$ cat config.mk
export PLATFORM = sky130hd
export DESIGN_NAME = bit_serial_adder
export DESIGN_NICKNAME = d
export VERILOG_FILES = /design/src/rtl/bit_serial_adder.sv
export SDC_FILE = /design/constraint.sdc
export NUM_CORES = 1
export LEC_CHECK = 0
export ABC_AREA = 1
export BUFFER_PORTS_ARGS = -buffer_cell sky130_fd_sc_hd__buf_2
export CAP_MARGIN = 5
export CORE_ASPECT_RATIO = 1.75
export CORE_MARGIN = 2
export CORE_UTILIZATION = 25
export DETAILED_ROUTE_END_ITERATION = 7
export GPL_TIMING_DRIVEN = 0
export SETUP_SLACK_MARGIN = 0.02
export SLEW_MARGIN = 20
export SYNTH_ARGS = -nofsm -noshare
export SYNTH_HDL_FRONTEND = slang
export SYNTH_SLANG_ARGS = --single-unit
$ cat constraint.sdc
create_clock -name i_clk -period 3 [get_ports i_clk]
set_input_delay 0 -clock i_clk [delete_from_list [all_inputs] [get_ports i_clk]]
set_output_delay 0 -clock i_clk [all_outputs]
set_load 0.01 [all_outputs]
$ cat src/rtl/bit_serial_adder.sv
// Bit-serial adder: one structuralFullAdder cell plus a carry flip-flop, LSB first,
// with a start/busy/done handshake and registered sum/carryout/overflow.

module structuralFullAdder (
  input  logic i_a,
  input  logic i_b,
  input  logic i_carryin,
  output logic o_sum,
  output logic o_carryout
);
  logic w_ab_xor;
  logic w_ab_and;
  logic w_cx_and;

  assign w_ab_xor   = i_a ^ i_b;
  assign w_ab_and   = i_a & i_b;
  assign w_cx_and   = w_ab_xor & i_carryin;
  assign o_sum      = w_ab_xor ^ i_carryin;
  assign o_carryout = w_ab_and | w_cx_and;
endmodule

module bit_serial_adder #(
  parameter int unsigned WIDTH = 8
) (
  input  logic             i_clk,
  input  logic             i_reset,
  input  logic             i_start,
  input  logic [WIDTH-1:0] i_a,
  input  logic [WIDTH-1:0] i_b,
  input  logic             i_carryin,
  output logic             o_busy,
  output logic             o_done,
  output logic [WIDTH-1:0] o_sum,
  output logic             o_carryout,
  output logic             o_overflow
);
  localparam int unsigned CW = (WIDTH > 1) ? $clog2(WIDTH) : 1;

  typedef enum logic [1:0] {
    S_IDLE,
    S_ADD,
    S_DONE
  } state_t;

  state_t           r_state;
  state_t           w_state_next;
  logic [WIDTH-1:0] r_a_sr;
  logic [WIDTH-1:0] r_b_sr;
  logic [WIDTH-1:0] r_work;
  logic [WIDTH-1:0] w_work_next;
  logic [CW-1:0]    r_cnt;
  logic             r_carry;
  logic             r_busy;
  logic             r_done;
  logic [WIDTH-1:0] r_sum;
  logic             r_carryout;
  logic             r_overflow;
  logic             w_fa_sum;
  logic             w_fa_cout;
  logic             w_accept;
  logic             w_last;

  structuralFullAdder u_fa (
    .i_a        (r_a_sr[0]),
    .i_b        (r_b_sr[0]),
    .i_carryin  (r_carry),
    .o_sum      (w_fa_sum),
    .o_carryout (w_fa_cout)
  );

  // New sum bit enters at the MSB so the word is LSB-aligned after WIDTH shifts.
  generate
    if (WIDTH == 1) begin : g_w1
      assign w_work_next = w_fa_sum;
    end else begin : g_wn
      assign w_work_next = {w_fa_sum, r_work[WIDTH-1:1]};
    end
  endgenerate

  always_ff @(posedge i_clk) begin
    if (i_reset) r_state <= S_IDLE;
    else         r_state <= w_state_next;
  end

  always_comb begin
    w_state_next = r_state;
    w_accept     = 1'b0;
    w_last       = 1'b0;
    case (r_state)
      S_IDLE: begin
        if (i_start) begin
          w_accept     = 1'b1;
          w_state_next = S_ADD;
        end
      end
      S_ADD: begin
        w_last = (r_cnt == CW'(WIDTH - 1));
        if (w_last) w_state_next = S_DONE;
      end
      S_DONE:  w_state_next = S_IDLE;
      default: w_state_next = S_IDLE;
    endcase
  end

  always_ff @(posedge i_clk) begin
    if (i_reset) begin
      r_a_sr     <= '0;
      r_b_sr     <= '0;
      r_work     <= '0;
      r_cnt      <= '0;
      r_carry    <= 1'b0;
      r_busy     <= 1'b0;
      r_done     <= 1'b0;
      r_sum      <= '0;
      r_carryout <= 1'b0;
      r_overflow <= 1'b0;
    end else begin
      r_busy <= (w_state_next != S_IDLE);
      r_done <= (w_state_next == S_DONE);
      if (w_accept) begin
        r_a_sr  <= i_a;
        r_b_sr  <= i_b;
        r_carry <= i_carryin;
        r_work  <= '0;
        r_cnt   <= '0;
      end else if (r_state == S_ADD) begin
        r_a_sr  <= r_a_sr >> 1;
        r_b_sr  <= r_b_sr >> 1;
        r_carry <= w_fa_cout;
        r_work  <= w_work_next;
        r_cnt   <= r_cnt + CW'(1);
        if (w_last) begin
          r_sum      <= w_work_next;
          r_carryout <= w_fa_cout;
          r_overflow <= r_carry ^ w_fa_cout;
        end
      end
    end
  end

  assign o_busy     = r_busy;
  assign o_done     = r_done;
  assign o_sum      = r_sum;
  assign o_carryout = r_carryout;
  assign o_overflow = r_overflow;
endmodule

==> summary by stage <==
Logic synthesis
Of the synthesized area, sequential elements account for 44.5%. The post-synthesis net count is 269. Synthesis handed over a netlist of 246 instances. Sorting the synthesized cells by how often they occur yields 81 x sky130_fd_sc_hd__nand2_1, 41 x sky130_fd_sc_hd__dfxtp_1, 34 x sky130_fd_sc_hd__nand3_1. By instance count, the leading cell after synthesis is sky130_fd_sc_hd__nand2_1.

The number of synthesized flops with an enable pin is 0. In the synthesized netlist the dominant register cell turns out to be sky130_fd_sc_hd__dfxtp_1. Sorting the synthesized cells by area gives the leading types as sky130_fd_sc_hd__dfxtp_1 45%, sky130_fd_sc_hd__nand2_1 16%, sky130_fd_sc_hd__nand3_1 9.2%. Summed over all instances, the cell type with the most area after synthesis is sky130_fd_sc_hd__dfxtp_1.

After synthesis, the netlist uses 23 different library cells. The cell area that synthesis handed to floorplanning was 1840 um2. Counting flops with an async set or reset pin after synthesis yields a share of 0%. After synthesis the netlist holds a flip-flop and latch count of 41. The count of warnings emitted by yosys is 0. Summed over its instances, the top area cell type makes up 44.5% of the synthesized netlist area. A synthesized cell averages 7.49 um2.

Drt
The final routed DRC violation total is 0. The detailed-routing iteration count for the pre-antenna-repair pass is 4. After detailed routing, the number of vias per cell comes to 4.33.

The violation count after the first detailed-route iteration is 55. In the final routed layout, each cell accounts on average for 10.4 um. The detail route stage leaves a number of antenna-violating nets equal to 0. The total wirelength of the detailed-routed design is 3850 um. Summing over every cut layer, the via total after detailed routing is 1605.

Placed design
The final estimated routing congestion in global placement is 0.760. Detailed placement finished with a half-perimeter wire length of 2850 um. The number of placed instances, taps included, is 361. The port buffer count is 29.

Cells and area
Leaving out filler cells and counting taps, the final layout contains 371. The synthesis-to-finish area growth is 22.5%. The filler cells instantiated in the layout total 820.

The fraction of layout instances using a drive strength above 1 is 25.3%. The number of antenna cells inserted is 0. The post-layout net count is 307.

Power and ir drop
Sequential cells account for 47.4% of the total power. The net load switching power is 0.000293 W. The total power of the final layout is 0.00121 W.

The clock network fraction of design power is 42.0%. The leakage power figure is 1.10 nW. VDD sags by at most 0.228 mV.

In this run switching power makes up 24.1% of total power. Dividing total power by cell area gives a power density of 538 nW/um2. The total internal power is 0.000922 W. In this run, the combinational gates consume 10.5% of the power.

Die
The placeable core region is 7180 um2. The die extent in y is 118 um. The starting utilization of the core area is 25.7%. The floorplan die area is 8100 um2. The total I/O pin count is 32.

The width of the die is 68.9 um. The floorplan has 41 rows.

Setup path
The startpoint identified for the worst register-to-register timing path is r_cnt[0]. STA classifies the critical path endpoint as a flip-flop. The kind of cell with the highest combined delay on the critical path is simple AND/OR/NAND/NOR gates. The launching element of the worst setup path is r_cnt[0]. On the worst path, the slowest cell contributes a delay of 350 ps.

Counting both buffers and inverters, the worst setup path holds a total of 2. The worst-path maximum fanout is 9. The cell type of the slowest stage on the worst timing path is sky130_fd_sc_hd__dfxtp_1. By startpoint and endpoint, the worst setup path is classified as reg2reg. The element type at the critical path start is a flip-flop. At the worst endpoint, the arrival time is 1550 ps. STA puts the critical path data required time at 3220 ps. Walking the worst path, the cells encountered are ha_1 > ha_1 > inv_1 > nor2_2 > nand2_2 > inv_2 > nand2_1 > nand2_1.

Clock tree
The number of setup buffers added after CTS is 0. The clock slew at the register clock pins of the worst setup and hold paths is 60 ps. The clock tree from TritonCTS is yes. The number of gates resized after CTS is 0. The clock passes through at most 2 buffers. The TritonCTS buffer count is 5. The number of clock sinks is 41.

At the later pin of the worst-skew pair, clock insertion delay measures 280 ps. The CTS root buffer is sky130_fd_sc_hd__clkbuf_16. The H-tree was split into 2 levels.

The count of hold buffers inserted by post-cts repair is 2.

STA
The final count of pins violating max slew is 0. Counting I/O delays and the setup requirement, the final critical path takes 1320 ps. Summed over all failing endpoints, the final setup total negative slack is 0 ps.

For the final database, setup skew stands at 3.82 ps. For the pin with the worst max-slew slack, the measured transition is 425 ps. Setup repair after global routing left no endpoint under its margin. The final number of hold-violating endpoints is 0. The final clock period utilization by the worst path is 44.2%.

Derived from the worst setup path, the maximum achievable clock frequency is 0.755 GHz. The headroom to the max-slew limit is 71.7%. Setup violations remaining at the end of the flow were counted as 0.

Min path
The startpoint of the worst hold path is i_reset. In this run the worst hold path is classified as in2reg.

Global routing
The number of global-route vias before repair was 1493. For this run, global-route usage on met1 was measured as 12.9%. Entering global routing, the biggest net connects 14 pins.

Global routing consumed, on the met2 layer, 17.4% of the routing resources. The met3 usage is 3.15%. The total congestion overflow after global routing is 0. The number of antenna violations at the first check in global routing came to 0. The first global-routing pass estimated 6620 um of wire. The highest-utilization routing layer at the global route stage is met2.

Across every metal layer, demand over resource in global routing totals 10.7%.

Flow run
The number of max-cap violations is 0.

Run status
The run finished with clean final reports.
## placed cells by master (no fill, tap or decap)
cell                            instances
sky130_fd_sc_hd__o21ai_4                1
sky130_fd_sc_hd__buf_8                  1
sky130_fd_sc_hd__dlygate4sd3_1          2
sky130_fd_sc_hd__a21oi_1               12
sky130_fd_sc_hd__nor2_4                 2
sky130_fd_sc_hd__nand2_4                1
sky130_fd_sc_hd__clkinv_2               2
sky130_fd_sc_hd__clkbuf_16              5
sky130_fd_sc_hd__clkbuf_1               1
sky130_fd_sc_hd__buf_2                 35
sky130_fd_sc_hd__fa_1                   1
sky130_fd_sc_hd__inv_1                 20
sky130_fd_sc_hd__o21a_1                 1
sky130_fd_sc_hd__buf_4                  3
sky130_fd_sc_hd__nor2_1                14
sky130_fd_sc_hd__ha_1                   2
sky130_fd_sc_hd__nand2_2                5
sky130_fd_sc_hd__clkinvlp_4             1
sky130_fd_sc_hd__nand3_1               34
sky130_fd_sc_hd__nand2_1               81
sky130_fd_sc_hd__dfxtp_1               41
sky130_fd_sc_hd__buf_6                  2
sky130_fd_sc_hd__nor2_2                 1
sky130_fd_sc_hd__a21oi_2               10
sky130_fd_sc_hd__inv_2                  3
sky130_fd_sc_hd__xor2_1                 2
sky130_fd_sc_hd__o21ai_0                2
## kinds of logic (layout without fill, tap and decap cells)
group | after synthesis | in the layout | share of synthesized area [%]
XOR/XNOR | 2 | 2 | 0.951
AO/OA/AOI/OAI | 26 | 26 | 9.84
adder cells (fa/ha/maj) | 3 | 3 | 2.44
buffers and inverters | 36 | 75 | 9.78
AND/OR/NAND/NOR | 138 | 138 | 32.5
flip-flops | 41 | 41 | 44.5
## metrics by stage
step	cell area (um2)	hold slack [ps]	setup WS [ps]	utilization, %
6_report	2260	33.6	1680	31.4
5_1_grt	2260	42.9	1480	31.4
4_1_cts	2260	35.8	1640	31.4
3_5_place_dp	2100	261	1660	29.2
3_3_place_gp	2100	260	1660	29.2
2_1_floorplan	1840	151	1790	-
## sequential cells by signal (all words and copies together), names as in the netlist
register and cells:
o_carryout 1, r_state 2, r_b_sr 8, r_a_sr 8
r_carry 1, o_busy 1, o_overflow 1, o_done 1
r_work 7, r_cnt 3, o_sum 8
## worst register-to-register path: cells and delay by family (launching register included)
family,cells,cell delay (ps)
AND/OR/NAND/NOR,4,420
buffers and inverters,2,200
flip-flops,1,350
adder cells (fa/ha/maj),2,300
## area by class of cell
type	instances	area [um2]	area share, %
Multi-Input combinational cell	169	842	37.3
Timing Repair Buffer	31	165	7.31
Clock buffer	5	125	5.54
Sequential cell	41	821	36.3
Buffer	13	93.8	4.16
Clock inverter	3	17.5	0.776
Inverter	23	86.3	3.82
Tap cell	86	108	4.76
## power groups by stage
stage | Sequential (W) | Clock, W | Combinational [W]
after floorplan | 0.000586 | 0 | 0.0000942
after global placement | 0.000587 | 0 | 0.000126
after detailed placement | 0.000588 | 0 | 0.000128
after CTS | 0.000576 | 0.000529 | 0.000130
after global routing | 0.000579 | 0.000555 | 0.000145
final | 0.000576 | 0.000511 | 0.000128
## metal layers
| metal | vias to the layer above | part of all wire (%) |
|---|---|---|
| met5 | - | 0 |
| met4 | 0 | 1.3 |
| met3 | 6 | 4.6 |
| met2 | 34 | 49 |
| met1 | 715 | 45 |
| li1 | 850 | - |
## worst paths after layout
path / cells past startpoint / slack [ps] / endpoint
min: 2 / 30 / r_b_sr[5]
min reg2reg: 2 / 460 / o_sum[6]
max: 8 / 1680 / o_carryout
max reg2reg: 8 / 1680 / o_carryout
No activity file was read; power rests on OpenSTA's default activity.
